$ cat src/rtl/timer_pkg.sv
// Shared types for the down-counting timer: FSM state encoding and
// a helper that sizes the prescaler counter.
package timer_pkg;

  typedef enum logic [1:0] {
    IDLE  = 2'd0,
    RUN   = 2'd1,
    PAUSE = 2'd2
  } state_e;

  // A one-bit counter is kept even for PRESCALE==1 so the divider never
  // degenerates into a zero-width vector.
  function automatic int prescale_w(input int p);
    return (p <= 2) ? 1 : $clog2(p);
  endfunction

endpackage

$ cat src/rtl/tick_prescaler.sv
// PRESCALE-cycle divider: pulses tick on the cycle the phase counter
// reaches PRESCALE-1 while enabled; clr restarts the phase.
module tick_prescaler
  import timer_pkg::*;
#(
  parameter int PRESCALE = 1
) (
  input  logic clk,
  input  logic rst_n,
  input  logic en,
  input  logic clr,
  output logic tick
);

  localparam int PS_W = prescale_w(PRESCALE);
  localparam logic [PS_W-1:0] LAST = PS_W'(PRESCALE - 1);

  logic [PS_W-1:0] cnt_q;
  logic [PS_W-1:0] cnt_d;
  logic            at_last;

  assign at_last = (cnt_q == LAST);
  assign tick    = en && !clr && at_last;

  // The phase is held, not cleared, while disabled so a pause resumes mid-period.
  always_comb begin
    cnt_d = cnt_q;
    if (clr) begin
      cnt_d = '0;
    end else if (en) begin
      cnt_d = at_last ? '0 : cnt_q + PS_W'(1);
    end
  end

  always_ff @(posedge clk) begin
    if (!rst_n) begin
      cnt_q <= '0;
    end else begin
      cnt_q <= cnt_d;
    end
  end

endmodule

$ cat src/rtl/down_timer.sv
// Loadable down-counting timer with one-shot / periodic modes, pause/resume
// and a clock prescaler; emits a registered one-cycle terminal-count pulse.
module down_timer
  import timer_pkg::*;
#(
  parameter int WIDTH    = 4,
  parameter int PRESCALE = 1
) (
  input  logic             clk,
  input  logic             rst_n,
  input  logic             load,
  input  logic [WIDTH-1:0] d,
  input  logic             start,
  input  logic             stop,
  input  logic             periodic,
  output logic [WIDTH-1:0] q,
  output logic             busy,
  output logic             tc
);

  state_e           state_q, state_d;
  logic [WIDTH-1:0] q_q, q_d;
  logic [WIDTH-1:0] reload_q, reload_d;
  logic             tc_q, tc_d;
  logic             busy_q;
  logic             tick;
  logic             ps_en;

  // A stop in RUN must freeze the phase on the same edge it pauses the count.
  assign ps_en = (state_q == RUN) && !stop;

  tick_prescaler #(
    .PRESCALE (PRESCALE)
  ) u_prescaler (
    .clk   (clk),
    .rst_n (rst_n),
    .en    (ps_en),
    .clr   (load),
    .tick  (tick)
  );

  always_comb begin
    state_d  = state_q;
    q_d      = q_q;
    reload_d = reload_q;
    tc_d     = 1'b0;
    if (load) begin
      reload_d = d;
      q_d      = d;
    end else if (stop) begin
      if (state_q == RUN) begin
        state_d = PAUSE;
      end
    end else if (start && (state_q != RUN)) begin
      if (q_q != '0) begin
        state_d = RUN;
      end
    end else if ((state_q == RUN) && tick) begin
      if (q_q > WIDTH'(1)) begin
        q_d = q_q - WIDTH'(1);
      end else if (q_q == WIDTH'(1)) begin
        q_d  = '0;
        tc_d = 1'b1;
        if (!periodic) begin
          state_d = IDLE;
        end
      end else if (periodic) begin
        // Reaching zero reloads one tick later, so the period is reload+1 ticks.
        q_d = reload_q;
      end else begin
        state_d = IDLE;
      end
    end
  end

  always_ff @(posedge clk) begin
    if (!rst_n) begin
      state_q  <= IDLE;
      q_q      <= '0;
      reload_q <= '0;
      tc_q     <= 1'b0;
      busy_q   <= 1'b0;
    end else begin
      state_q  <= state_d;
      q_q      <= q_d;
      reload_q <= reload_d;
      tc_q     <= tc_d;
      busy_q   <= (state_d == RUN);
    end
  end

  assign q    = q_q;
  assign busy = busy_q;
  assign tc   = tc_q;

endmodule
$ cat config.mk
export PLATFORM = sky130hd
export DESIGN_NAME = down_timer
export DESIGN_NICKNAME = d
export VERILOG_FILES = /design/src/rtl/timer_pkg.sv /design/src/rtl/tick_prescaler.sv /design/src/rtl/down_timer.sv
export SDC_FILE = /design/constraint.sdc
export NUM_CORES = 1
export LEC_CHECK = 0
export ABC_CLOCK_PERIOD_IN_PS = 1860
export BUFFER_PORTS_ARGS = -buffer_cell sky130_fd_sc_hd__clkbuf_2
export CAP_MARGIN = 25
export CORE_ASPECT_RATIO = 1.25
export CORE_MARGIN = 4
export CORE_UTILIZATION = 42
export DETAILED_ROUTE_END_ITERATION = 6
export SLEW_MARGIN = 20
export SYNTH_ARGS = -nofsm -noshare
export SYNTH_HDL_FRONTEND = slang
export SYNTH_HIERARCHICAL = 1
export SYNTH_SLANG_ARGS = --single-unit
$ cat constraint.sdc
create_clock -name clk -period 1.86 [get_ports clk]
set_input_delay 0.093 -clock clk [delete_from_list [all_inputs] [get_ports clk]]
set_output_delay 0.093 -clock clk [all_outputs]
set_load 0.1 [all_outputs]
* Yosys cells after proc, flatten, opt, wreduce, memory -nomap -nowiden
Cells that the tools add are included.
** Storage, ports and cells
- Bits in registers :: 13
- Input port bits :: 10
- Output and inout bits :: 6
- Logic and storage cells :: 48
** Cells by class
- Add/sub/neg operators :: 2
- Order comparisons :: 1
- Equality and inequality tests :: 6
- Muxes and demuxes :: 17
- Bitwise logic cells :: 3
- Reductions and logical operators :: 13
** Operator list (number)
- two-way mux 4 bit :: 7
- two-way mux 2 bit :: 8
- nonzero test 4 bit :: 2
- OR reduction 6 bit :: 1
- logical AND 1 bit :: 5
- equality test 2 x 1 -> 1 bit, second input constant :: 2
- equality test 4 x 1 -> 1 bit, second input constant :: 1
- > comparator 4 x 1 -> 1 bit, second input constant :: 1
- != test 2 bit, second input constant :: 2
- AND reduction 4 bit :: 1
- subtractor 4 x 1 -> 4 bit, second input constant :: 1
- NOT 1 bit :: 3
- logical NOT 1 bit :: 2
- two-way mux 1 bit :: 2
- != test 2 x 1 -> 1 bit, second input constant :: 1
- nonzero test 2 bit :: 1
- OR reduction 2 bit :: 1
- adder 1 bit, second input constant :: 1

* Depth between registers and ports, before layout
Gate-level depths: netlist of run 1.
- Depth after elaboration :: 10
- Mapped depth :: 7
- Depth with buffers taken out :: 7

* Modules after synthesis
The synthesis of run 1 kept the hierarchy.
** By module, submodules not included
- down_timer :: instances 1, cells each 77, area each 670.6 sq um, sequential area each 240.2 sq um
- tick_prescaler :: instances 1, cells each 1, area each 13.8 sq um, sequential area each 0.0 sq um

* Worst setup path after synthesis of run 1
No wires, ideal clock.
- Kind :: reg-to-reg
- Start point :: register q_q[1], in the netlist q[1]
- End point :: register q_q[3], in the netlist q[3]
- Library setup time :: 0.117 ns
- Data arrival time :: 2.120 ns
- Required time :: 1.743 ns
- Slack :: -0.377 ns
- Stages on the path, launching flop included :: 7
- Buffers on the path :: 0
- Period minus slack after synthesis :: 2.237 ns
- Path through :: dfxtp_1 > inv_1 > ha_1 > nor4b_2 > a22o_2 > a211oi_1 > a31o_1
** On the way
- Longest elaborated chain between the ends :: 7
- Elaborated cells between the ends (all ways) :: 11
- Classes of those cells :: add/sub: 1; order compare: 1; eq/ne: 1; mux: 6; reduce/logical: 2
** RTL lines
- from (decl) :: line down_timer.sv:22 : logic [WIDTH-1:0] q_q, q_d;
- from (signal assigned) :: line down_timer.sv:85 : q_q <= q_d;
- parallel branches: the longest is 7 deep, another holds subtractor 4 x 1 -> 4 bit
Several ways; the timed one is not identified. The select of a mux whose other input is x is not followed.
A chain may end at the register's enable or synchronous reset.

* Worst setup path in the final report of run 1
- Start point :: register state_q[1]
- End point :: register q_q[0], in the netlist q[0]
** On the way
- Longest elaborated chain between the ends :: 7
- Elaborated cells between the ends (all ways) :: 10
- Classes of those cells :: eq/ne: 3; reduce/logical: 7
** RTL lines
- from (decl) :: line down_timer.sv:21 : state_e state_q, state_d;
- from (signal assigned) :: line down_timer.sv:84 : state_q <= state_d;
- equality test 2 x 1 -> 1 bit :: line down_timer.sv:30 : assign ps_en = (state_q == RUN) && !stop;
- logical AND 1 bit :: line down_timer.sv:30
- net ps_en :: line down_timer.sv:27 : logic ps_en;
- logical AND 1 bit (2 in a row) :: line tick_prescaler.sv:23 : assign tick = en && !clr && at_last;
- net tick :: line down_timer.sv:26 : logic tick;
- logical AND 1 bit :: line down_timer.sv:58 : end else if ((state_q == RUN) && tick) begin
- nonzero test 2 bit (no source line)
- AND reduction 4 bit (no source line)
The timed path passes the listed nets, and every way through them passes these cells.

==> results of run 1 <==
-- state kept, by name, indices dropped and copies added, names as in the netlist --
name and flops:
busy 1, q 4, reload_q 4, state_q 2
tc 1
-- final cells by class --
cell class | count | area (µm²) | share of cell area [%]
inverters | 7 | 26.3 | 3.21
clock buffers | 4 | 36.3 | 4.43
well taps | 18 | 22.5 | 2.75
repair buffers | 16 | 82.6 | 10.1
multi-input cells | 57 | 407 | 49.6
flip-flops and latches | 12 | 245 | 29.9
-- cells by family after synthesis --
kind of cell    after synthesis  share of synthesized area, %
compound gates               24                          26.5
flops                        12                          35.1
buf+inv                       9                          5.49
mux                           3                          4.39
fa+ha+maj                     2                          3.66
simple gates                 28                          24.9
-- worst register-to-register path: cells and delay by family (launching register included) --
family	cells	cell delay [ns]
and+or+nand+nor	6	0.90
DFF	1	0.34
AOI/OAI and AO/OA	1	0.35
-- routing by layer --
| layer | share of wire [%] | up-vias |
|---|---|---|
| met5 | 0 | - |
| li1 | - | 321 |
| met4 | 1.1 | 0 |
| met2 | 48 | 17 |
| met3 | 5.1 | 2 |
| met1 | 46 | 294 |
-- per-stage QoR --
step | instance area (µm²) | hold WS, ns
2_1_floorplan | 689 | 0.177
3_3_place_gp | 783 | 0.354
3_5_place_dp | 783 | 0.365
4_1_cts | 820 | 0.0648
5_1_grt | 820 | 0.0782
6_report | 820 | 0.0663
-- where the power goes --
part | total [µW] | internal (µW) | switching [µW]
logic | 204 | 62.7 | 141
registers | 292 | 275 | 17.9
clock network | 213 | 119 | 93.8
-- cell usage after synthesis (all sizes together) (2+ instances only) --
master | count | area share, %
ha | 2 | 3.7
nor2 | 6 | 3.7
nor3 | 6 | 4.4
nand2b | 3 | 2.7
nor2b | 3 | 3.8
inv | 7 | 3.8
mux2i | 3 | 4.4
dfxtp | 12 | 35
nand2 | 4 | 2.2
a21boi | 3 | 3.3
a211oi | 3 | 3.3
a21oi | 3 | 2.2
o21ai | 7 | 5.1
-- path summary, 6_finish.rpt --
kind               start           to  slack (ns)
max           state_q[1]         q[0]        0.17
min                 d[0]  reload_q[0]        0.07
max reg2reg   state_q[1]         q[0]        0.17
min reg2reg  reload_q[1]  reload_q[1]        0.49
==> results.py, run 1 <==
metrics = {
    "outcome": {
        "status": "finished clean",
    },
    "final_layout": {
        "syn2layout_area_growth_pct": 19.7,
        "fin_cells": 114,
        "final_common_cell": "clkbuf_2",
        "drive_gt1_share_pct": 31.3,
        "fillers": 163,
        "diodes": 0,
        "post-route-util_pct": 52.5,
        "final_cell_mix": "clkbuf_2 (15), dfxtp_1 (8), inv_1 (7), nor3_1 (6)",
        "fin_nets": 109,
    },
    "worst_setup_path": {
        "critical_path_required_ns": 2.03,
        "worstRegToRegCells": 7,
        "cp_num_buf_inv": 0,
        "cp_max_fo": 4,
        "critPathSlowestCell": "a22o_2",
        "cp-end-kind": "flip-flop",
        "cp_top_family": "simple AND/OR/NAND/NOR gates",
        "cp_cell_sequence": "nand2b_1 -> nor2_1 -> nor2b_4 -> nand4bb_1 -> a22o_2 -> nor3_1 -> nor2_1",
        "cp.depth": 7,
        "cpPeakStageDelay_ns": 0.35,
        "cpMostUsedCell": "nor2_1",
        "startpoint_type": "flip-flop",
        "path_class": "reg -> reg",
        "cp.arrival_ns": 1.86,
    },
    "synthesis": {
        "synth_edf_count": 0,
        "yosysWarningCount": 6,
        "syn_area_um2": 684,
        "avgSynthCellArea_um2": 8.77,
        "seq_area_frac_synth_pct": 35.1,
        "yosys_register_bits": 12,
        "synth_flop_cell": "dfxtp_1",
        "async_flop_share_pct": 0,
        "yosysUniqueCellTypes": 32,
        "syn_nets": 90,
        "syn_inst": 78,
    },
    "drt": {
        "routedWlPerCell_um": 13.3,
        "drtIter0Drc": 6,
        "vias_per_cell": 5.56,
        "firstDrtPassIters": 3,
        "wl_mm": 1.52,
        "ant_nets": 0,
        "vias": 634,
        "route.detailed.drc": 0,
    },
    "global_route": {
        "grtUsageMet1_pct": 18.9,
        "grt_overflow": 0,
        "grt_max_degree": 13,
        "use_met3_pct": 2.38,
        "grt_pass1_wl_mm": 2.60,
        "busiest_layer": "met2",
        "met2_usage_pct": 24.0,
        "grt.total_usage_pct": 14.9,
        "grt_pass1_vias": 604,
        "antenna_found_initial": 0,
    },
    "min_path": {
        "hold_path_class": "in -> reg",
        "worstHoldPathCells": 3,
    },
    "sta": {
        "tns_ns": 0,
        "slew_headroom_pct": 64.1,
        "hold_violations": 0,
        "setup_ws_ns": 0.174,
        "slew_violations": 0,
        "finalCritPeriodShare_pct": 90.6,
        "period_needed_ns": 1.69,
        "skew_ns": 0.00757,
        "fmax_ghz": 0.593,
        "setup_viol": 0,
        "rsz0062_at_grt": "false",
        "worst_pin_slew_ns": 0.540,
    },
    "power": {
        "p_leak_uw": 0.000336,
        "peakVddDrop_mv": 0.440,
        "power_uw": 709,
        "p_per_area_mw_per_mm2": 866,
    },
    "cts": {
        "cts_hold_buf": 0,
        "clockBufferDepth": 2,
        "clock_latency_ns": 0.28,
        "clk_pin_slew_ns": 0.08,
        "htree_levels": 1,
        "cts_resized": 0,
        "cts_root_buffer": "clkbuf_4",
        "cts.sinks": 12,
        "post_cts_buffers": 0,
        "cts_tree": "yes",
        "cts-buffers-inserted": 3,
    },
    "floorplanning": {
        "rows": 16,
        "fp.dieW_um": 44.1,
        "start_util_pct": 43.8,
        "die_area_mm2": 0.00234,
        "ios": 16,
        "core-area_mm2": 0.00156,
        "die_h_um": 53.1,
    },
    "place": {
        "placed_cells": 110,
        "dp_hpwl_mm": 1.18,
        "place_ws_ns": 0.183,
        "gp_congestion": 0.819,
        "portBuffers": 15,
    },
    "flow_run": {
        "cap_violations": 0,
    },
}
Note: power is estimated with default switching activity, not from simulation.
==> inputs of run 2 (changes only) <==
Settings changed: ABC_AREA from default to 1, ABC_CLOCK_PERIOD_IN_PS 1860 to 1600.
Clock period 1.86 ns to 1.6 ns, I/O delays scaled along.
==> run 2 against run 1 <==
  * Final area up 11%
  * Die area is 10% higher
  * Power up 17%
  * Flip-flop and latch count unchanged
  * Sequential power grew 12%
  * Clock skew grew 0.0029 ns
  * Routed wire length increased by 8.2%
  * Maximum frequency is 20% higher
  * Utilization down 0.48 points
  * Highest routed layer unchanged
==> results.py, run 2 <==
metrics = {
    "place": {
        "dp_hpwl_mm": 1.27,
        "gp_congestion": 0.845,
        "placed_cells": 152,
        "portBuffers": 15,
    },
    "cts": {
        "cts-buffers-inserted": 3,
        "clock_latency_ns": 0.28,
        "cts_tree": "yes",
        "clk_pin_slew_ns": 0.09,
        "clockBufferDepth": 2,
        "cts_root_buffer": "clkbuf_4",
        "cts.sinks": 12,
        "htree_levels": 1,
    },
    "floorplanning": {
        "core-area_mm2": 0.00174,
        "die_area_mm2": 0.00259,
        "fp.dieW_um": 46.3,
        "ios": 16,
        "start_util_pct": 44.1,
        "die_h_um": 55.9,
        "rows": 17,
    },
    "global_route": {
        "antenna_found_initial": 0,
        "grt_overflow": 0,
        "grt_max_degree": 12,
        "grt_pass1_vias": 647,
        "grt.total_usage_pct": 13.9,
        "grt_pass1_wl_mm": 2.70,
    },
    "final_layout": {
        "final_common_cell": "nand2_1",
        "post-route-util_pct": 52.0,
        "fin_cells": 156,
        "syn2layout_area_growth_pct": 17.9,
        "fin_nets": 150,
        "diodes": 0,
        "fillers": 193,
        "final_cell_mix": "nand2_1 (32), inv_1 (20), nor2_1 (16), clkbuf_2 (15)",
        "drive_gt1_share_pct": 27.0,
    },
    "synthesis": {
        "yosys-top-cells-area": "dfxtp_1 (31%), nand2_1 (16%), inv_1 (9.8%), nor2_1 (7.8%), nand3_1 (5.2%)",
        "synth_area_leader_cell": "dfxtp_1",
        "syn_inst": 119,
        "synthTopCellsByCount": "nand2_1 (32), inv_1 (20), nor2_1 (16), dfxtp_1 (12), nand3_1 (8)",
        "async_flop_share_pct": 0,
        "synth_compound_area_share_pct": 10.4,
        "synthAdderAreaFrac_pct": 3.25,
        "synth-simple-area-share_pct": 42.0,
        "synth_most_common_cell": "nand2_1",
        "synth_top_family_by_area": "simple AND/OR/NAND/NOR gates",
        "yosysUniqueCellTypes": 21,
        "synth_flop_cell": "dfxtp_1",
        "syn_nets": 131,
        "synth_xor_xnor_area_share_pct": 0,
        "netlist.area_leader.share_pct": 31.2,
        "yosys_register_bits": 12,
        "avgSynthCellArea_um2": 6.47,
        "yosysWarningCount": 6,
        "seq_area_frac_synth_pct": 31.2,
        "muxShareOfSynthArea_pct": 0,
        "synth_edf_count": 0,
        "syn_area_um2": 769,
    },
    "power": {
        "p_per_area_mw_per_mm2": 913,
        "p_leak_uw": 0.000463,
        "peakVddDrop_mv": 0.670,
    },
    "drt": {
        "route.detailed.drc": 0,
        "routedWlPerCell_um": 10.5,
        "vias_per_cell": 4.96,
        "drtIter0Drc": 9,
        "vias": 773,
        "firstDrtPassIters": 4,
        "wl_mm": 1.65,
        "ant_nets": 0,
    },
    "worst_setup_path": {
        "cp_max_fo": 6,
        "critical_path_required_ns": 1.81,
        "path_class": "reg -> reg",
        "crit_path_end": "q[0]",
        "reg2reg_slack_ns": 0.19,
        "worstRegToRegCells": 7,
        "cp.arrival_ns": 1.62,
        "r2r_end": "q[0]",
        "setup.worst_path.start": "q[0]",
        "startpoint_type": "flip-flop",
        "cp-end-kind": "flip-flop",
        "rr_startpoint": "q[0]",
    },
    "sta": {
        "tns_ns": 0,
        "rsz0062_at_grt": "false",
        "skew_ns": 0.0104,
        "finalCritPeriodShare_pct": 87.9,
        "worst_pin_slew_ns": 0.542,
        "hold_violations": 0,
        "fmax_ghz": 0.711,
        "setup_viol": 0,
        "period_needed_ns": 1.41,
        "slew_headroom_pct": 64.0,
        "slew_violations": 0,
    },
    "outcome": {
        "status": "finished clean",
    },
    "flow_run": {
        "cap_violations": 0,
    },
    "min_path": {
        "hold_path_class": "in -> reg",
    },
}
[run 2: how the worst min path moves through the flow]
| stage | from | to | slack [ns] | depth (start not counted) |
|---|---|---|---|---|
| floorplan | rst_n | q[0] | 0.20 | 2 |
| global placement | d[2] | reload_q[2] | 0.36 | 3 |
| detailed placement | rst_n | q[1] | 0.36 | 3 |
| CTS | rst_n | q[1] | 0.06 | 3 |
| global route | d[2] | reload_q[2] | 0.06 | 3 |
| finish | rst_n | q[1] | 0.05 | 3 |
[run 2: layout make-up]
class                      count  area [µm²]  share of cell area, %
multi-input combinational     83         432                   47.6
inverter                      22        82.6                   9.10
tap                           19        23.8                   2.62
timing repair buffer          16        82.6                   9.10
sequential                    12         250                   27.6
clock buffer                   4        36.3                   4.00
[run 2: kinds of logic after synthesis]
group,count (synthesis)
fa+ha+maj,2
compound gates,14
flops,12
simple gates,67
buf+inv,24
[run 2: per-layer routing]
layer / track usage (%) / part of all wire (%) / vias to the layer above
met3: 2.91 / 5.0 / 5
met5: 0 / 0 / -
met4: 6.10 / 1.9 / 0
met1: 18.5 / 48 / 336
met2: 20.9 / 45 / 25
li1: - / - / 407
[run 2: repair_timing]
item / in CTS / in global routing
hold buffers: 0 / 0
hold endpoints to repair: 0 / 0
setup endpoints to repair: 0 / 1
setup buffers: 0 / 0
resized for setup: 0 / 1
[run 2: through the flow]
step / setup WS, ns / power (µW) / instance area, µm² / hold slack [ns]
floorplan: 0.0360 / 533 / 779 / 0.196
global placement: 0.203 / 579 / 867 / 0.358
detailed placement: 0.125 / 579 / 867 / 0.358
CTS: 0.110 / 829 / 903 / 0.0624
global route: 0.0353 / 875 / 907 / 0.0646
finish: 0.193 / 828 / 907 / 0.0541
[run 2: report_power, final]
part	internal, µW	switching [µW]
Sequential	316	12.5
Clock	138	117
Combinational	68.3	177
[run 2: worst max-delay path: stages, from the launching register on]
cell	delay [ns]
dfxtp_4	0.36
inv_1	0.07
ha_1	0.31
o21ai_2	0.22
nand2_1	0.09
o21ai_0	0.17
nor2_1	0.06
nor2_1	0.07
==> inputs of run 3 (changes only) <==
Settings changed: ABC_AREA 1 to default.
==> run 3 against run 2 <==
  * Power down 0.66%
  * Sequential share of layout area down 0.41 points
  * Clock skew shrank 0.0095 ns
  * Flip-flop and latch count unchanged
  * Via count fell by 14%
  * Sequential power up 5%
  * Die area is 9.4% lower
  * Critical path type unchanged
  * Critical endpoint unchanged
  * Largest power group unchanged
==> results.py, run 3 (synthesis gave the netlist of run 1 again) <==
metrics = {
    "outcome": {
        "status": "finished clean",
    },
    "cts": {
        "clk_pin_slew_ns": 0.08,
        "cts-buffers-inserted": 3,
        "cts_tree": "yes",
        "clockBufferDepth": 2,
        "cts_hold_buf": 0,
        "htree_levels": 1,
        "cts_root_buffer": "clkbuf_4",
        "cts.sinks": 12,
        "clock_latency_ns": 0.28,
    },
    "worst_setup_path": {
        "cp.arrival_ns": 1.73,
        "cp_num_buf_inv": 2,
        "critPathSlowestCell": "dfxtp_4",
        "path_class": "reg -> reg",
        "cp_cell_sequence": "inv_4 -> ha_4 -> nor4b_4 -> a22oi_2 -> buf_4 -> o21ai_0 -> nor2_1",
        "cp-end-kind": "flip-flop",
        "worstRegToRegCells": 7,
        "r2r_end": "q[0]",
        "cpPeakStageDelay_ns": 0.37,
        "rr_startpoint": "q[1]",
        "critical_path_required_ns": 1.77,
        "startpoint_type": "flip-flop",
        "cp_top_family": "simple AND/OR/NAND/NOR gates",
        "reg2reg_slack_ns": 0.04,
        "cp_max_fo": 7,
    },
    "floorplanning": {
        "core-area_mm2": 0.00156,
        "rows": 16,
        "ios": 16,
        "start_util_pct": 43.8,
        "fp.dieW_um": 44.1,
        "die_h_um": 53.1,
        "die_area_mm2": 0.00234,
    },
    "flow_run": {
        "cap_violations": 0,
    },
    "drt": {
        "vias": 661,
        "wl_met2_um": 886,
        "firstDrtPassIters": 4,
        "routedWlPerCell_um": 14.1,
        "wl_met3_um": 49,
        "routed.top_layer": "met4",
        "ant_nets": 0,
        "wl_mm": 1.66,
        "route.detailed.drc": 0,
        "drtIter0Drc": 9,
        "met1Wirelength_um": 694,
        "vias_per_cell": 5.60,
    },
    "sta": {
        "period_needed_ns": 1.56,
        "slew_violations": 0,
        "skew_ns": 0.000896,
        "hold_violations": 0,
        "slew_headroom_pct": 64.2,
        "worst_pin_slew_ns": 0.539,
        "setup_viol": 0,
        "finalCritPeriodShare_pct": 97.3,
        "setup_ws_ns": 0.0436,
        "tns_ns": 0,
        "fmax_ghz": 0.642,
    },
    "min_path": {
        "worstHoldPathCells": 3,
        "min_from": "d[1]",
        "hold_path_class": "in -> reg",
        "whs_endpoint": "reload_q[1]",
    },
    "power": {
        "p_leak_uw": 0.000365,
        "peakVddDrop_mv": 0.441,
        "p_per_area_mw_per_mm2": 880,
    },
    "global_route": {
        "grt.total_usage_pct": 15.5,
        "grt_max_degree": 17,
        "grt_overflow": 0,
        "grt_pass1_wl_mm": 2.67,
        "antenna_found_initial": 0,
        "grt_pass1_vias": 630,
    },
    "place": {
        "place_ws_ns": 0.0504,
        "gp_congestion": 0.789,
        "dp_hpwl_mm": 1.22,
        "portBuffers": 15,
    },
    "final_layout": {
        "fin_nets": 113,
        "drive_gt1_share_pct": 44.0,
        "final_common_cell": "clkbuf_2",
        "syn2layout_area_growth_pct": 36.6,
        "final_cell_mix": "clkbuf_2 (15), dfxtp_1 (7)",
        "diodes": 0,
    },
}
[run 3: worst max-delay path by stage]
stage | startpoint | slack (ns) | endpoint | cells past startpoint
after floorplan | q[1] | -0.006 | q[0] | 6
after global placement | state_q[1] | 0.1 | q[0] | 7
after detailed placement | state_q[1] | 0.05 | q[2] | 7
after CTS | state_q[1] | 0.03 | q[2] | 7
after global routing | q[1] | -0.03 | q[0] | 7
final | q[1] | 0.04 | q[0] | 7
[run 3: final cells by class]
type / count / area [µm²]
tap: 18 / 22.5
clock inverter: 1 / 3.75
inverter: 7 / 28.8
sequential: 12 / 254
multi-input combinational: 57 / 490
fill: 152 / 627
clock buffer: 3 / 22.5
timing repair buffer: 20 / 113
[run 3: metrics by stage]
stage / total power [µW] / utilization [%] / area [µm²] / std cells / hold slack (ns)
floorplan: 553 / - / 741 / 78 / 0.164
global placement: 609 / 54.9 / 857 / 113 / 0.337
detailed placement: 614 / 54.9 / 857 / 113 / 0.343
CTS: 809 / 56.6 / 883 / 117 / 0.0508
global route: 864 / 59.9 / 935 / 118 / 0.0716
finish: 823 / 59.9 / 935 / 118 / 0.0524
[run 3: repair_timing]
action                                 in CTS  in global routing
buffers inserted                            0                  1
setup endpoints to repair                   0                  4
gates resized for setup                     0                  7
endpoints found under the hold margin       0                  0
[run 3: routing by layer]
layer	track usage, %	up-vias
met5	0	-
met4	9.05	0
met3	2.04	4
met2	29.1	10
met1	15.9	316
li1	-	331
[run 3: worst reg2reg max path, delay by kind of cell (launching register included)]
family | cells | cell delay [ns]
and+or+nand+nor | 2 | 0.41
DFF | 1 | 0.37
adders and majority gates | 1 | 0.17
AOI/OAI and AO/OA | 2 | 0.27
buffers and inverters | 2 | 0.24
[run 3: power breakdown]
part           internal (µW)  switching (µW)  leakage (µW)  total (µW)
clock                   90.4             108     0.0000154         199
combinational           98.6             182      0.000249         281
sequential               319            24.6      0.000101         343
